--- src/rtl/sevenseg_capture.sv ---
// Passive receiver for a multiplexed seven-segment bus: recovers the four scanned
// hex digits and publishes a frame once it has repeated STABLE_SCANS times.
module sevenseg_capture #(
    parameter int SETTLE       = 16,
    parameter int STABLE_SCANS = 2,
    parameter int TO_W         = 20
) (
    input  logic        clk,
    input  logic        clr_n,
    input  logic [3:0]  anode,
    input  logic [7:0]  cathode,
    output logic [15:0] digits,
    output logic        digits_valid,
    output logic        update,
    output logic        bad_pattern,
    output logic        stalled
);

    localparam logic [7:0]      SETTLE_LAST = 8'(SETTLE - 1);
    localparam logic [3:0]      MATCH_MAX   = 4'(STABLE_SCANS);
    localparam logic [TO_W-1:0] STALL_MAX   = '1;

    typedef enum logic [1:0] {S_IDLE, S_SETTLE, S_HOLD} state_t;

    // Returns {good, nibble}; segments are active-low in g..a order.
    function automatic logic [4:0] decode_seg(input logic [6:0] seg);
        case (seg)
            7'h40:   decode_seg = 5'h10;
            7'h79:   decode_seg = 5'h11;
            7'h24:   decode_seg = 5'h12;
            7'h30:   decode_seg = 5'h13;
            7'h19:   decode_seg = 5'h14;
            7'h12:   decode_seg = 5'h15;
            7'h02:   decode_seg = 5'h16;
            7'h78:   decode_seg = 5'h17;
            7'h00:   decode_seg = 5'h18;
            7'h10:   decode_seg = 5'h19;
            7'h08:   decode_seg = 5'h1A;
            7'h03:   decode_seg = 5'h1B;
            7'h46:   decode_seg = 5'h1C;
            7'h21:   decode_seg = 5'h1D;
            7'h06:   decode_seg = 5'h1E;
            7'h0E:   decode_seg = 5'h1F;
            default: decode_seg = 5'h00;
        endcase
    endfunction

    function automatic logic one_hot_low(input logic [3:0] a);
        return (a == 4'hE) || (a == 4'hD) || (a == 4'hB) || (a == 4'h7);
    endfunction

    function automatic logic [1:0] slot_of(input logic [3:0] a);
        case (a)
            4'hD:    slot_of = 2'd1;
            4'hB:    slot_of = 2'd2;
            4'h7:    slot_of = 2'd3;
            default: slot_of = 2'd0;
        endcase
    endfunction

    function automatic logic [3:0] match_sat_inc(input logic [3:0] m);
        return (m >= MATCH_MAX) ? MATCH_MAX : m + 4'd1;
    endfunction

    logic [3:0]      anode_p0, anode_p1, anode_prev;
    logic [6:0]      cathode_p0, cathode_p1;
    logic            unused_dp;
    state_t          state, state_nx;
    logic [7:0]      settle_cnt;
    logic [TO_W-1:0] stall_cnt;
    logic [15:0]     frame, prev_frame;
    logic [3:0]      seen, match;
    logic            err;

    logic            anode_chg, anode_ok, smp, good, err_set, complete, publish, stall_sat;
    logic [4:0]      dec;
    logic [1:0]      slot;
    logic [15:0]     frame_nx, prev_nx;
    logic [3:0]      seen_nx, match_nx;
    logic            err_nx;

    assign unused_dp = cathode[7];

    // Stage p0/p1: two-flop synchronizers on the display bus
    always_ff @(posedge clk or negedge clr_n) begin
        if (!clr_n) begin
            anode_p0   <= 4'hF;
            anode_p1   <= 4'hF;
            anode_prev <= 4'hF;
            cathode_p0 <= 7'h7F;
            cathode_p1 <= 7'h7F;
        end else begin
            anode_p0   <= anode;
            anode_p1   <= anode_p0;
            anode_prev <= anode_p1;
            cathode_p0 <= cathode[6:0];
            cathode_p1 <= cathode_p0;
        end
    end

    assign anode_chg = (anode_p1 != anode_prev);
    assign anode_ok  = one_hot_low(anode_p1);

    always_ff @(posedge clk or negedge clr_n) begin
        if (!clr_n) state <= S_IDLE;
        else        state <= state_nx;
    end

    always_comb begin
        state_nx = state;
        case (state)
            S_IDLE:   if (anode_chg && anode_ok) state_nx = S_SETTLE;
            S_SETTLE: begin
                if (anode_chg)                       state_nx = anode_ok ? S_SETTLE : S_IDLE;
                else if (settle_cnt == SETTLE_LAST)  state_nx = S_HOLD;
            end
            S_HOLD:   if (anode_chg) state_nx = anode_ok ? S_SETTLE : S_IDLE;
            default:  state_nx = S_IDLE;
        endcase
    end

    always_comb begin
        smp = (state == S_SETTLE) && !anode_chg && (settle_cnt == SETTLE_LAST);
    end

    always_ff @(posedge clk or negedge clr_n) begin
        if (!clr_n)                         settle_cnt <= '0;
        else if (anode_chg)                 settle_cnt <= '0;
        else if (state == S_SETTLE && !smp) settle_cnt <= settle_cnt + 8'd1;
    end

    // Frame assembly: a bad sample still marks its slot so the frame can complete and be dropped
    always_comb begin
        dec       = decode_seg(cathode_p1);
        good      = dec[4];
        slot      = slot_of(anode_p1);
        frame_nx  = frame;
        if (smp && good) frame_nx[{slot, 2'b00} +: 4] = dec[3:0];
        seen_nx   = seen | (smp ? (4'b0001 << slot) : 4'b0000);
        err_set   = err || (smp && !good);
        err_nx    = err_set;
        complete  = smp && (seen_nx == 4'hF);
        stall_sat = (stall_cnt == STALL_MAX) && !anode_chg;
        match_nx  = match;
        prev_nx   = prev_frame;
        publish   = 1'b0;
        if (complete) begin
            seen_nx = '0;
            err_nx  = 1'b0;
            if (err_set) begin
                match_nx = '0;
            end else if (frame_nx == prev_frame) begin
                match_nx = match_sat_inc(match);
            end else begin
                prev_nx  = frame_nx;
                match_nx = 4'd1;
            end
            publish = !err_set && (match_nx == MATCH_MAX);
        end
        if (stall_sat) begin
            seen_nx  = '0;
            err_nx   = 1'b0;
            match_nx = '0;
            publish  = 1'b0;
        end
    end

    always_ff @(posedge clk or negedge clr_n) begin
        if (!clr_n) begin
            frame      <= '0;
            prev_frame <= '0;
            seen       <= '0;
            match      <= '0;
            err        <= 1'b0;
        end else begin
            frame      <= frame_nx;
            prev_frame <= prev_nx;
            seen       <= seen_nx;
            match      <= match_nx;
            err        <= err_nx;
        end
    end

    // Stall watchdog: an anode change always beats saturation
    always_ff @(posedge clk or negedge clr_n) begin
        if (!clr_n) begin
            stall_cnt <= '0;
            stalled   <= 1'b0;
        end else if (anode_chg) begin
            stall_cnt <= '0;
            stalled   <= 1'b0;
        end else begin
            if (stall_cnt != STALL_MAX) stall_cnt <= stall_cnt + 1'b1;
            if (stall_sat)              stalled   <= 1'b1;
        end
    end

    // Output stage: registered together one cycle after the completing sample
    always_ff @(posedge clk or negedge clr_n) begin
        if (!clr_n) begin
            digits       <= '0;
            digits_valid <= 1'b0;
            update       <= 1'b0;
            bad_pattern  <= 1'b0;
        end else begin
            bad_pattern <= smp && !good;
            update      <= publish && (!digits_valid || (frame_nx != digits));
            if (publish) begin
                digits       <= frame_nx;
                digits_valid <= 1'b1;
            end else if (stall_sat) begin
                digits_valid <= 1'b0;
            end
        end
    end

endmodule
--- config.mk ---
export PLATFORM = sky130hd
export DESIGN_NAME = sevenseg_capture
export DESIGN_NICKNAME = d
export VERILOG_FILES = /design/src/rtl/sevenseg_capture.sv
export SDC_FILE = /design/constraint.sdc
export NUM_CORES = 1
export LEC_CHECK = 0
export CORE_AREA = 2 2 128 130
export CTS_CLUSTER_DIAMETER = 80
export CTS_CLUSTER_SIZE = 8
export DETAILED_ROUTE_END_ITERATION = 8
export DIE_AREA = 0 0 130 132
export MAX_ROUTING_LAYER = met4
export PLACE_DENSITY = 0.62
export SLEW_MARGIN = 5
export SYNTH_ARGS = -nofsm -noshare
export SYNTH_HDL_FRONTEND = slang
export SYNTH_SLANG_ARGS = --single-unit
--- constraint.sdc ---
create_clock -name clk -period 11.7 [get_ports clk]
set_input_delay 2.34 -clock clk [delete_from_list [all_inputs] [get_ports clk]]
set_output_delay 2.34 -clock clk [all_outputs]
set_load 0.01 [all_outputs]
==> impl_metrics.toml <==
[placed_design]
dp_cells = 774
dp_hpwl_mm = 9.08
pre_cts_ws_ps = 6910
port_buffers = 32
gp_congestion = 0.814

[final_layout]
final_common_cell = "dfrtp_1"
n_fill_cell = 1412
n_antenna_cell = 0
finalNonFillerCells = 806
areaGrowthSynthToFinish_pct = 17.9
layout_common_cells = "91 x dfrtp_1, 45 x nor2_1, 37 x nand2_1"
drive_above_1_share = 0.192
final_nets = 599

[cts]
post_cts_buffers = 0
root_buffer = "clkbuf_16"
cts.sinks = 117
path_clk_slew_ps = 50
clk_latency_ps = 420
htreeDepth = 4
numCtsBuffers = 17
postCtsResizedCells = 0
clockBufferDepth = 2
cts_tree = "yes"
cts_hold_buf = 0

[power]
vdd_ir_drop_max_mv = 0.0902
powerDensity_nw_per_um2 = 138
p_leak_nw = 3.09

[die]
die-area_um2 = 17200
boundaryPins = 34
core_um2 = 15700
start_util = 0.382
fp-row-count = 46
fp.dieH_um = 132
dieWidth_um = 130

[drt]
vias = 4268
drc = 0
via_per_inst = 5.30
drt.antenna.violating_nets = 0
wl_mm = 13.1
dr.pass1.iters = 7
wire_per_inst_um = 16.2
drt_iter0_drc = 265

[timing]
hold_violations = 0
max_clock_freq_ghz = 0.204
rsz0062_at_grt = "false"
tns_ps = 0
period_minus_slack_ps = 4910
worstMarginPinSlew_ps = 1100
finalCritPeriodShare = 0.420
clock_skew_ps = 8.10
relSlewSlack = 0.270
slew_viol_final = 0
setup_violations = 0
finalWorstSetupSlack_ps = 6790

[yosys]
seq_area_frac_synth = 0.493
yosys_warnings = 0
ys.flop_type = "dfrtp_1"
syn_inst = 545
synth-async-reset-ratio = 1.00
syn_area_per_cell_um2 = 11.0
synth_cell_type_count = 72
synth-seq-cells = 117
syn-num-nets = 567
synth-edff-count = 0
syn-cell-area_um2 = 6000

[global_routing]
overflow = 0
track_usage = 0.170
grt_max_degree = 65
grt_pass1_wl_mm = 22.3
grt_pass1_vias = 4459
grt_antenna_before_repair = 0

[worst_setup_path]
critPathCaptureType = "flop"
worstPathMaxFanout = 14
crit_top_cell = "and3_1"
path_class = "reg -> reg"
crit_slowest_cell = "o31ai_4"
crit_required_ps = 12000
crit_path_start_kind = "flop"
slowest_delay_ps = 990
path_cells = "xor2_1 > and3_1 > inv_1 > ha_1 > nor4b_1 > and4_1 > o21ai_0 > and3_1 > nor4_1 > nand4_1 > o31ai_4 > mux2_2"
arrival_ps = 5210

[status]
outcome = "finished clean"

[job]
maxCapViolCount = 0

[worst_hold_path]
hold_class = "reg -> reg"
## cells by family (layout without fill, tap and decap cells)
kind of cell	Yosys count	after routing	share of synthesized area
AO/OA/AOI/OAI	94	94	0.118
XOR/XNOR	51	51	0.0744
adder cells (fa/ha/maj)	8	8	0.0167
buffers and inverters	33	78	0.0277
flip-flops	117	117	0.493
multiplexers	32	32	0.0707
AND/OR/NAND/NOR	210	210	0.199
## power by group
part | internal, mW | switching (mW)
registers | 0.414 | 0.00717
logic | 0.0123 | 0.0226
clock network | 0.332 | 0.187
total | 0.758 | 0.216
## routing by layer
layer | vias to the layer above | track usage | part of all wire
met2 | 80 | 0.274 | 0.51
met5 | - | - | 0
met4 | 0 | 0.0621 | 0.020
met3 | 23 | 0.0479 | 0.034
li1 | 2056 | - | -
met1 | 2109 | 0.203 | 0.44
## sequential cells by signal, summed over array words and instances (netlist names), 2 cells and up
register and cells:
anode_p0 4, anode_p1 4, anode_prev 4, cathode_p0 7
cathode_p1 7, digits 16, frame 16, match 4
prev_frame 16, seen 4, settle_cnt 8, stall_cnt 20
state 2
## final timing paths
check	from	endpoint	cells past startpoint	slack [ps]
max	anode_p1[2]	prev_frame[15]	12	6790
min	anode_p0[3]	anode_p1[3]	0	350
max reg2reg	anode_p1[2]	prev_frame[15]	12	6790
min reg2reg	anode_p0[3]	anode_p1[3]	0	350
max in group asynchronous	clr_n	prev_frame[14]	2	8420
min in group asynchronous	clr_n	digits[1]	1	1970
## per-stage QoR
step                hold WS [ps]  utilization  instance area (um^2)  power [mW]
floorplan                    345            -                  6000       0.445
global placement             346        0.413                  6480       0.462
detailed placement           347        0.413                  6480       0.463
CTS                          354        0.450                  7070       0.988
global route                 357        0.450                  7070        1.01
finish                       354        0.450                  7070       0.975
## worst max-delay path: cells and delay by family, from the launching register on
kind	cells	cell delay, ps
and+or+nand+nor	6	2020
AOI/OAI and AO/OA	2	1200
DFF	1	590
muxes	1	420
adders and majority gates	1	270
xor gates and xnor gates	1	210
buffers and inverters	1	80
## synth_stat cells, types with 3 or more instances
cell type | number | area share
a21oi_1 | 15 | 0.013
dfstp_2 | 26 | 0.11
a311oi_1 | 3 | 0.0044
or3_1 | 5 | 0.0052
a221oi_1 | 5 | 0.0073
dfrtp_1 | 91 | 0.38
ha_1 | 8 | 0.017
nor3b_1 | 4 | 0.0050
a41o_1 | 3 | 0.0050
inv_1 | 12 | 0.0075
a31oi_1 | 3 | 0.0031
a211oi_1 | 5 | 0.0063
nand2b_1 | 3 | 0.0031
nor2b_1 | 5 | 0.0052
o22ai_1 | 4 | 0.0042
a22o_1 | 10 | 0.015
xor2_1 | 23 | 0.034
nor3_1 | 14 | 0.012
o21ai_1 | 4 | 0.0033
o21ai_0 | 14 | 0.012
nand3_1 | 26 | 0.022
nor4_1 | 8 | 0.0083
o21a_1 | 3 | 0.0038
nor4bb_1 | 4 | 0.0067
and3_1 | 13 | 0.014
a22oi_1 | 4 | 0.0050
and4_1 | 8 | 0.012
clkbuf_1 | 8 | 0.0050
mux2_2 | 11 | 0.021
nand4_1 | 11 | 0.011
nand2_1 | 37 | 0.023
xnor2_1 | 28 | 0.041
mux2_4 | 18 | 0.045
and2_1 | 8 | 0.0083
buf_2 | 8 | 0.0067
and3b_1 | 3 | 0.0044
nor2_1 | 45 | 0.028
mux2i_1 | 3 | 0.0050
## layout make-up
type | instances | area [um^2] | area share
Tap cell | 216 | 270 | 0.0382
Timing Repair Buffer | 34 | 333 | 0.0470
Inverter | 12 | 45.0 | 0.00637
Sequential cell | 117 | 2960 | 0.418
Multi-Input combinational cell | 395 | 2880 | 0.406
Clock buffer | 18 | 429 | 0.0607
Clock inverter | 14 | 161 | 0.0228
Power figures use the tool's default switching activity.
